### src/rtl/writeback_queue.sv
// ---------------------------------------------------------------------------
// writeback_queue
//
// Small in-order queue of deferred register-file writes.
//
// A producer (e.g. a long-latency unit) hands over {rd, data} pairs.
// The queue commits them to the register unit whenever the main pipeline
// leaves the write port free. Writes drain strictly in acceptance order.
// A lookup port reports whether a source register still has a queued write,
// and forwards the value of the youngest such write.
//
// Parameters
//   DEPTH     number of queued write requests (power of two, >= 2)
//
// Ports
//   Clk       clock, rising edge
//   Rst       synchronous active-high reset
//   InValid   producer offers {InRd, InData} this cycle
//   InRd      destination register of the offered request
//   InData    value to write
//   InReady   queue can accept a request this cycle (count < DEPTH)
//   WbStall   register-file write port is busy this cycle
//   RuWr      write enable to the register unit
//   Rd        register being written (head entry, 0 when empty)
//   RuDataWr  value being written (head entry, 0 when empty)
//   Rs1, Rs2  source registers to look up
//   Pend1/2   a queued write targets Rs1/Rs2
//   Fwd1/2    data of the youngest queued write to Rs1/Rs2 (0 if none)
// ---------------------------------------------------------------------------
module writeback_queue #(
    parameter int DEPTH = 4
) (
    input  logic        Clk,
    input  logic        Rst,
    input  logic        InValid,
    input  logic [4:0]  InRd,
    input  logic [31:0] InData,
    output logic        InReady,
    input  logic        WbStall,
    output logic        RuWr,
    output logic [4:0]  Rd,
    output logic [31:0] RuDataWr,
    input  logic [4:0]  Rs1,
    input  logic [4:0]  Rs2,
    output logic        Pend1,
    output logic        Pend2,
    output logic [31:0] Fwd1,
    output logic [31:0] Fwd2
);

    localparam int PTR_W = $clog2(DEPTH);
    localparam int CNT_W = PTR_W + 1;

    // Entry storage
    logic [4:0]       rd_q   [DEPTH];
    logic [31:0]      data_q [DEPTH];

    // Queue bookkeeping
    logic [PTR_W-1:0] head_q, head_d;
    logic [PTR_W-1:0] tail_q, tail_d;
    logic [CNT_W-1:0] count_q, count_d;

    logic             not_empty;
    logic             push;
    logic             pop;
    logic [PTR_W-1:0] lkp_idx;

    // -----------------------------------------------------------------------
    // Handshake and drain control
    // -----------------------------------------------------------------------
    assign not_empty = (count_q != '0);

    // Ready looks only at the current fill level, never at a same-cycle
    // drain, so it cannot form a combinational path from WbStall.
    assign InReady   = (count_q < CNT_W'(DEPTH));

    // Writes to x0 are accepted (handshake completes) but never stored.
    assign push      = InValid && InReady && (InRd != 5'd0);

    assign RuWr      = not_empty && !WbStall;
    assign pop       = RuWr;

    assign Rd        = not_empty ? rd_q[head_q]   : 5'd0;
    assign RuDataWr  = not_empty ? data_q[head_q] : 32'd0;

    // -----------------------------------------------------------------------
    // Next-state logic for pointers and count
    // -----------------------------------------------------------------------
    // NOTE: every signal written in an always_comb gets a default first, so
    // no path through the block leaves it unassigned and no latch is inferred.
    always_comb begin
        head_d  = head_q;
        tail_d  = tail_q;
        count_d = count_q;

        if (push) begin
            tail_d = tail_q + 1'b1;   // wraps DEPTH-1 -> 0 (power-of-two depth)
        end
        if (pop) begin
            head_d = head_q + 1'b1;
        end

        // Simultaneous push and pop leaves the count unchanged.
        count_d = count_q + CNT_W'(push) - CNT_W'(pop);
    end

    // NOTE: sequential state uses non-blocking assignments so every register
    // samples the pre-edge values, independent of statement order.
    always_ff @(posedge Clk) begin
        if (Rst) begin
            head_q  <= '0;
            tail_q  <= '0;
            count_q <= '0;
        end else begin
            head_q  <= head_d;
            tail_q  <= tail_d;
            count_q <= count_d;
        end
    end

    // NOTE: the entry array is deliberately not reset; count_q == 0 marks
    // every slot invalid, and leaving data unreset keeps it a plain RAM.
    always_ff @(posedge Clk) begin
        if (push) begin
            rd_q[tail_q]   <= InRd;
            data_q[tail_q] <= InData;
        end
    end

    // -----------------------------------------------------------------------
    // Pending-write lookup
    //
    // Walk the occupied entries from oldest (head) to youngest; a later match
    // overrides an earlier one, so the forwarded value is the youngest write.
    // The head is included even when it is being drained this cycle, because
    // the register unit only holds the value after the edge. The request on
    // the input port is not yet queued and is not considered.
    // -----------------------------------------------------------------------
    always_comb begin
        Pend1   = 1'b0;
        Pend2   = 1'b0;
        Fwd1    = 32'd0;
        Fwd2    = 32'd0;
        lkp_idx = head_q;

        for (int i = 0; i < DEPTH; i++) begin
            lkp_idx = head_q + PTR_W'(i);
            if (CNT_W'(i) < count_q) begin
                if ((Rs1 != 5'd0) && (rd_q[lkp_idx] == Rs1)) begin
                    Pend1 = 1'b1;
                    Fwd1  = data_q[lkp_idx];
                end
                if ((Rs2 != 5'd0) && (rd_q[lkp_idx] == Rs2)) begin
                    Pend2 = 1'b1;
                    Fwd2  = data_q[lkp_idx];
                end
            end
        end
    end

endmodule
### config.mk
export PLATFORM = sky130hd
export DESIGN_NAME = writeback_queue
export DESIGN_NICKNAME = d
export VERILOG_FILES = /design/src/rtl/writeback_queue.sv
export SDC_FILE = /design/constraint.sdc
export NUM_CORES = 1
export LEC_CHECK = 0
export BUFFER_PORTS_ARGS = -buffer_cell sky130_fd_sc_hd__buf_2
export CORE_MARGIN = 2
export CORE_UTILIZATION = 42
export CTS_CLUSTER_DIAMETER = 120
export DETAILED_ROUTE_END_ITERATION = 8
export GPL_TIMING_DRIVEN = 1
export HOLD_SLACK_MARGIN = 0.03
export PLACE_DENSITY = 0.6
export SLEW_MARGIN = 40
export SYNTH_ARGS = -nofsm -noshare
export SYNTH_HDL_FRONTEND = slang
export SYNTH_SLANG_ARGS = --single-unit
### constraint.sdc
create_clock -name Clk -period 2.4 [get_ports Clk]
set_clock_uncertainty 0.1 [all_clocks]
set_input_delay 0.12 -clock Clk [delete_from_list [all_inputs] [get_ports Clk]]
set_output_delay 0.12 -clock Clk [all_outputs]
set_load 0.02 [all_outputs]
* Yosys cells after proc, flatten, opt, wreduce, memory -nomap -nowiden *
Memory sizes are Yosys's and may differ from the RTL's. A register that Yosys moved wholly into a read port is not among the register bits.
Index checks and enable logic that the tools add are counted.

word-level totals
  bits in registers = 7
  memory bits (writable) = 148
  input port bits = 51
  output and inout port bits = 105
  word-level logic and storage cells = 80
  memories kept = 2

cells by class
  add/subtract/negate cells = 6
  $lt $le $gt $ge = 5
  eq/ne operators = 8
  mux-type cells = 40
  reductions and logical operators = 16

memories
  name    words  width  rd ports  clocked after memory_dff  wr ports  line  RTL
  data_q  4      32     4         1                         1         56    logic [31:0] data_q [DEPTH];
  rd_q    4      5      4         1                         1         55    logic [4:0] rd_q [DEPTH];

operator list
  cell                                                                         number
  32-bit two-way mux                                                           17
  5-bit == test                                                                8
  1-bit two-way mux                                                            18
  5-bit nonzero test                                                           3
  1-bit logical AND                                                            11
  2-bit two-way mux                                                            4
  1-bit by 3-bit less-than comparator with 1-bit output, first input constant  2
  2-bit by 3-bit less-than comparator with 1-bit output, first input constant  2
  5-bit two-way mux                                                            1
  2-bit by 1-bit adder with 2-bit output, second input constant                2
  2-bit adder, second input constant                                           2
  3-bit by 1-bit adder with 3-bit output                                       1
  3-bit less-than comparator, second input constant                            1
  3-bit nonzero test                                                           1
  3-bit by 1-bit subtractor with 3-bit output                                  1
  1-bit zero test                                                              1

* Logic depth before layout (Yosys ltp) *
  depth in word-level cells = 10
  mapped depth = 11

* Worst setup path after synthesis *
Ideal clock, no wire load.

  kind = register to output
  start point = register (tool-made name)
  end point = output port Fwd2[10]
  arrival = 2.586 ns
  required time = 2.180 ns
  path slack = -0.406 ns
  stages on the path, launching flop included = 10
  path buffers = 3
  cells stage by stage = dfxtp_1 -> buf_2 -> buf_6 -> mux4_2 -> xnor2_1 -> nand2_1 -> clkbuf_1 -> nor4_1 -> a211oi_2 -> o31ai_1

RTL lines
  element        line  RTL
  end, declared  48    output logic [31:0] Fwd2

* Worst setup path after layout *
  start point = register head_q[0]
  end point = output port Fwd2[0]

between the ends
  word-level cells in the longest chain between the ends = 10
  elaborated cells between the ends (all ways) = 17
  those cells by class = add/sub (3); eq/ne (3); mux (6); reduce/logical (3); memory (2)

RTL lines
  element                                 line  RTL
  start, declared                         59    logic [PTR_W-1:0] head_q, head_d;
  start signal, assigned                  111   head_q <= '0;
  start signal, assigned                  115   head_q <= head_d;
  2-bit by 1-bit adder with 2-bit output  147   lkp_idx = head_q + PTR_W'(i);
  memory read 4 x 5 bit                   n/a
  5-bit == test                           153   if ((Rs2 != 5'd0) && (rd_q[lkp_idx] == Rs2)) begin
  1-bit logical AND                       153
  32-bit two-way mux                      153
  32-bit two-way mux                      148   if (CNT_W'(i) < count_q) begin
  32-bit two-way mux                      153
  32-bit two-way mux                      148
  32-bit two-way mux                      153
  32-bit two-way mux (*)                  148

Every way passes the cells marked *; elsewhere a longest branch is shown, timed or not.

==> impl_metrics.ini <==
[floorplan]
pin_count = 156
rows = 63
dieArea_mm2 = 0.0311
core_area_mm2 = 0.0295
initial_core_util = 0.423
die_height_um = 176
die_x_um = 176

[worst_setup_path]
crit_required_ns = 2.18
critPathArrivalTime_ns = 3.19
critical_path_buf_inv_count = 4
critical_path_class = flop to output pin
crit_path_max_incr_delay_ns = 0.57
timing.critical_path.mode_cell = buf_6
end_kind = output pin
cp_cell_sequence = buf_6 -> mux4_2 -> buf_6 -> xnor2_2 -> nand3_2 -> or3_4 -> buf_12 -> a211oi_4 -> o31ai_4 -> buf_6
start_kind = flop
cp_slowest_cell = mux4_2
crit_fanout = 8
critical-path-top-delay-family = buffers and inverters

[route]
firstDrtPassIters = 5
wl_mm = 44.7
drt_iter0_markers = 926
detail_route.drc_violations = 0
post_drt_wl_per_cell_um = 23.5
viasPerCell = 5.92
drtAntennaViolNets = 0
vias = 11300

[sta]
timing.hold.ws_ns = 0.0334
max_freq_ghz = 0.293
post-route-min-period_ns = 3.41
max_slew_margin = 0.548
slew_viol_final = 0
setup_tns_ns = -61.61
timing.final.ws_setup_ns = -1.01
final_hold_viol_count = 0
rsz0062_at_grt = true
setup_viol = 75
tightest_slew_ns = 0.678
final.period_utilization = 1.42

[clock_tree]
htree_levels = 4
cts_tree = done
clockRootBuffer = clkbuf_16
clk_latency_ns = 0.44
cts.sinks = 157
cts_inserted_buffers = 17
clk_pin_slew_ns = 0.07
cts_buffer_depth = 2

[global_routing]
grt_pass1_vias = 11200
grt_pass1_wl_mm = 66.3
gr-total-overflow = 0
antenna_found_initial = 0
grt_max_degree = 81
grt_use_total = 0.282

[logic_synthesis]
synth_flop_cell = edfxtp_1
synth_cells = 1188
synth_area_mm2 = 0.0125
yosysTopAreaCell = edfxtp_1
synth_top_cell_area_share = 0.356
synth_area_per_cell_um2 = 10.5
synth.area.top_cells = edfxtp_1 (36%), mux2i_1 (10%), mux4_2 (9.6%)
synth_cell_type_count = 46
async_flop_share = 0
ys_warn_count = 0
synth_nets = 1248
synth-edff-count = 148
ys_ff_latch = 157
synth_seq_area_share = 0.371

[place]
dp_slack_ns = -0.608
placed_cell_area_mm2 = 0.0154
dp_hpwl_mm = 27.0
portBuffers = 155
place_congestion = 0.888
placedCellCount = 1779

[finish]
layout.area.seq_mm2 = 0.00464
fill_cells = 2200
multi_input_area_mm2 = 0.00886
areaGrowthSynthToFinish_pct = 51.4
drive_above_1_share = 0.498
finalInstanceArea_mm2 = 0.0189
diodes = 0
final_common_cell = edfxtp_1
most-common-layout-cells = edfxtp_1 (148), buf_4 (147), nand2_1 (136), mux2i_1 (128), nor2_1 (108)
stdcell_count = 1905
layout.nets = 1562

[run_status]
status = finished with violations
violations = negative setup slack

[power_and_ir_drop]
p_leak_uw = 0.00670
ir_worst_vdd_uv = 521
power_density_mw_per_mm2 = 930

[job]
max_cap_violations = 0

[min_path]
min_path_type = input pin to flop
## cells by family (layout without fill, tap and decap cells)
group	Yosys count	count (layout)	synth area share
AOI/OAI and AO/OA	171	171	0.140
buffers and inverters	159	486	0.0580
DFF	157	157	0.371
and+or+nand+nor	440	440	0.166
xor gates and xnor gates	40	40	0.0287
adders and majority gates	9	9	0.00963
muxes	212	212	0.226
## stage by stage
| stage | utilization | total power (µW) |
|---|---|---|
| 3_5_place_dp | 0.523 | 12400 |
| 2_1_floorplan | - | 9200 |
| 5_1_grt | 0.640 | 18300 |
| 3_3_place_gp | 0.523 | 12300 |
| 4_1_cts | 0.611 | 16400 |
| 6_report | 0.640 | 17600 |
## per-layer routing
layer | wire length [µm] | track usage | vias to the layer above
met5 | 0 | 0 | -
met4 | 1390 | 0.103 | 0
met3 | 2980 | 0.0345 | 95
met2 | 21900 | 0.477 | 478
met1 | 18500 | 0.374 | 5662
li1 | - | - | 5046
## tightest hold or removal path: cells and delay by family
family,cells,cell delay (ns)
xor+xnor,1,0.19
buf+inv,1,0.08
simple gates,2,0.15
## cells in the mapped netlist (all sizes together) (8+ instances only)
| library cell | number |
|---|---|
| a211oi | 34 |
| a221oi | 32 |
| and2 | 8 |
| buf | 51 |
| clkbuf | 68 |
| dfxtp | 9 |
| edfxtp | 148 |
| ha | 8 |
| inv | 40 |
| mux2 | 31 |
| mux2i | 128 |
| mux4 | 53 |
| nand2 | 139 |
| nand2b | 32 |
| nand3b | 32 |
| nor2 | 138 |
| nor3 | 39 |
| nor4 | 33 |
| o21ai | 32 |
| o31ai | 65 |
| xnor2 | 34 |
## area by class of cell
class,instances,share of cell area
Multi-Input combinational cell,872,0.469
Sequential cell,157,0.246
Timing Repair Buffer,414,0.223
Tap cell,390,0.0258
Clock buffer,18,0.0227
Inverter,40,0.00795
Clock inverter,14,0.00583
## report_power, final
part	total (µW)	internal, µW	switching [µW]
registers	3540	3330	217
logic	11500	5200	6310
clock network	2510	1340	1170
total	17600	9860	7700
## repair_timing
| item | CTS | global route |
|---|---|---|
| hold buffers | 38 | 0 |
| gates cloned | 15 | 7 |
| pin swaps | 25 | 37 |
| endpoints found under the setup margin | 82 | 95 |
| setup buffers | 28 | 16 |
| endpoints found under the hold margin | 157 | 0 |
| gates resized for setup | 231 | 193 |
## final timing paths
kind | from | endpoint | slack [ns] | depth (start not counted)
worst min-delay path | WbStall | head_q[0] | 0.03 | 4
worst max register to register | count_q[1] | count_q[1] | 0.22 | 9
worst max-delay path | head_q[0] | Fwd2[0] | -1.01 | 10
worst min register to register | tail_q[1] | tail_q[1] | 0.49 | 2
## flip-flops by register name, summed over array words and instances, names as in the netlist, named ones only
signal	cells
count_q	3
tail_q	2
head_q	2
rd_q	20
data_q	128
(Power assumes the default switching activity.)
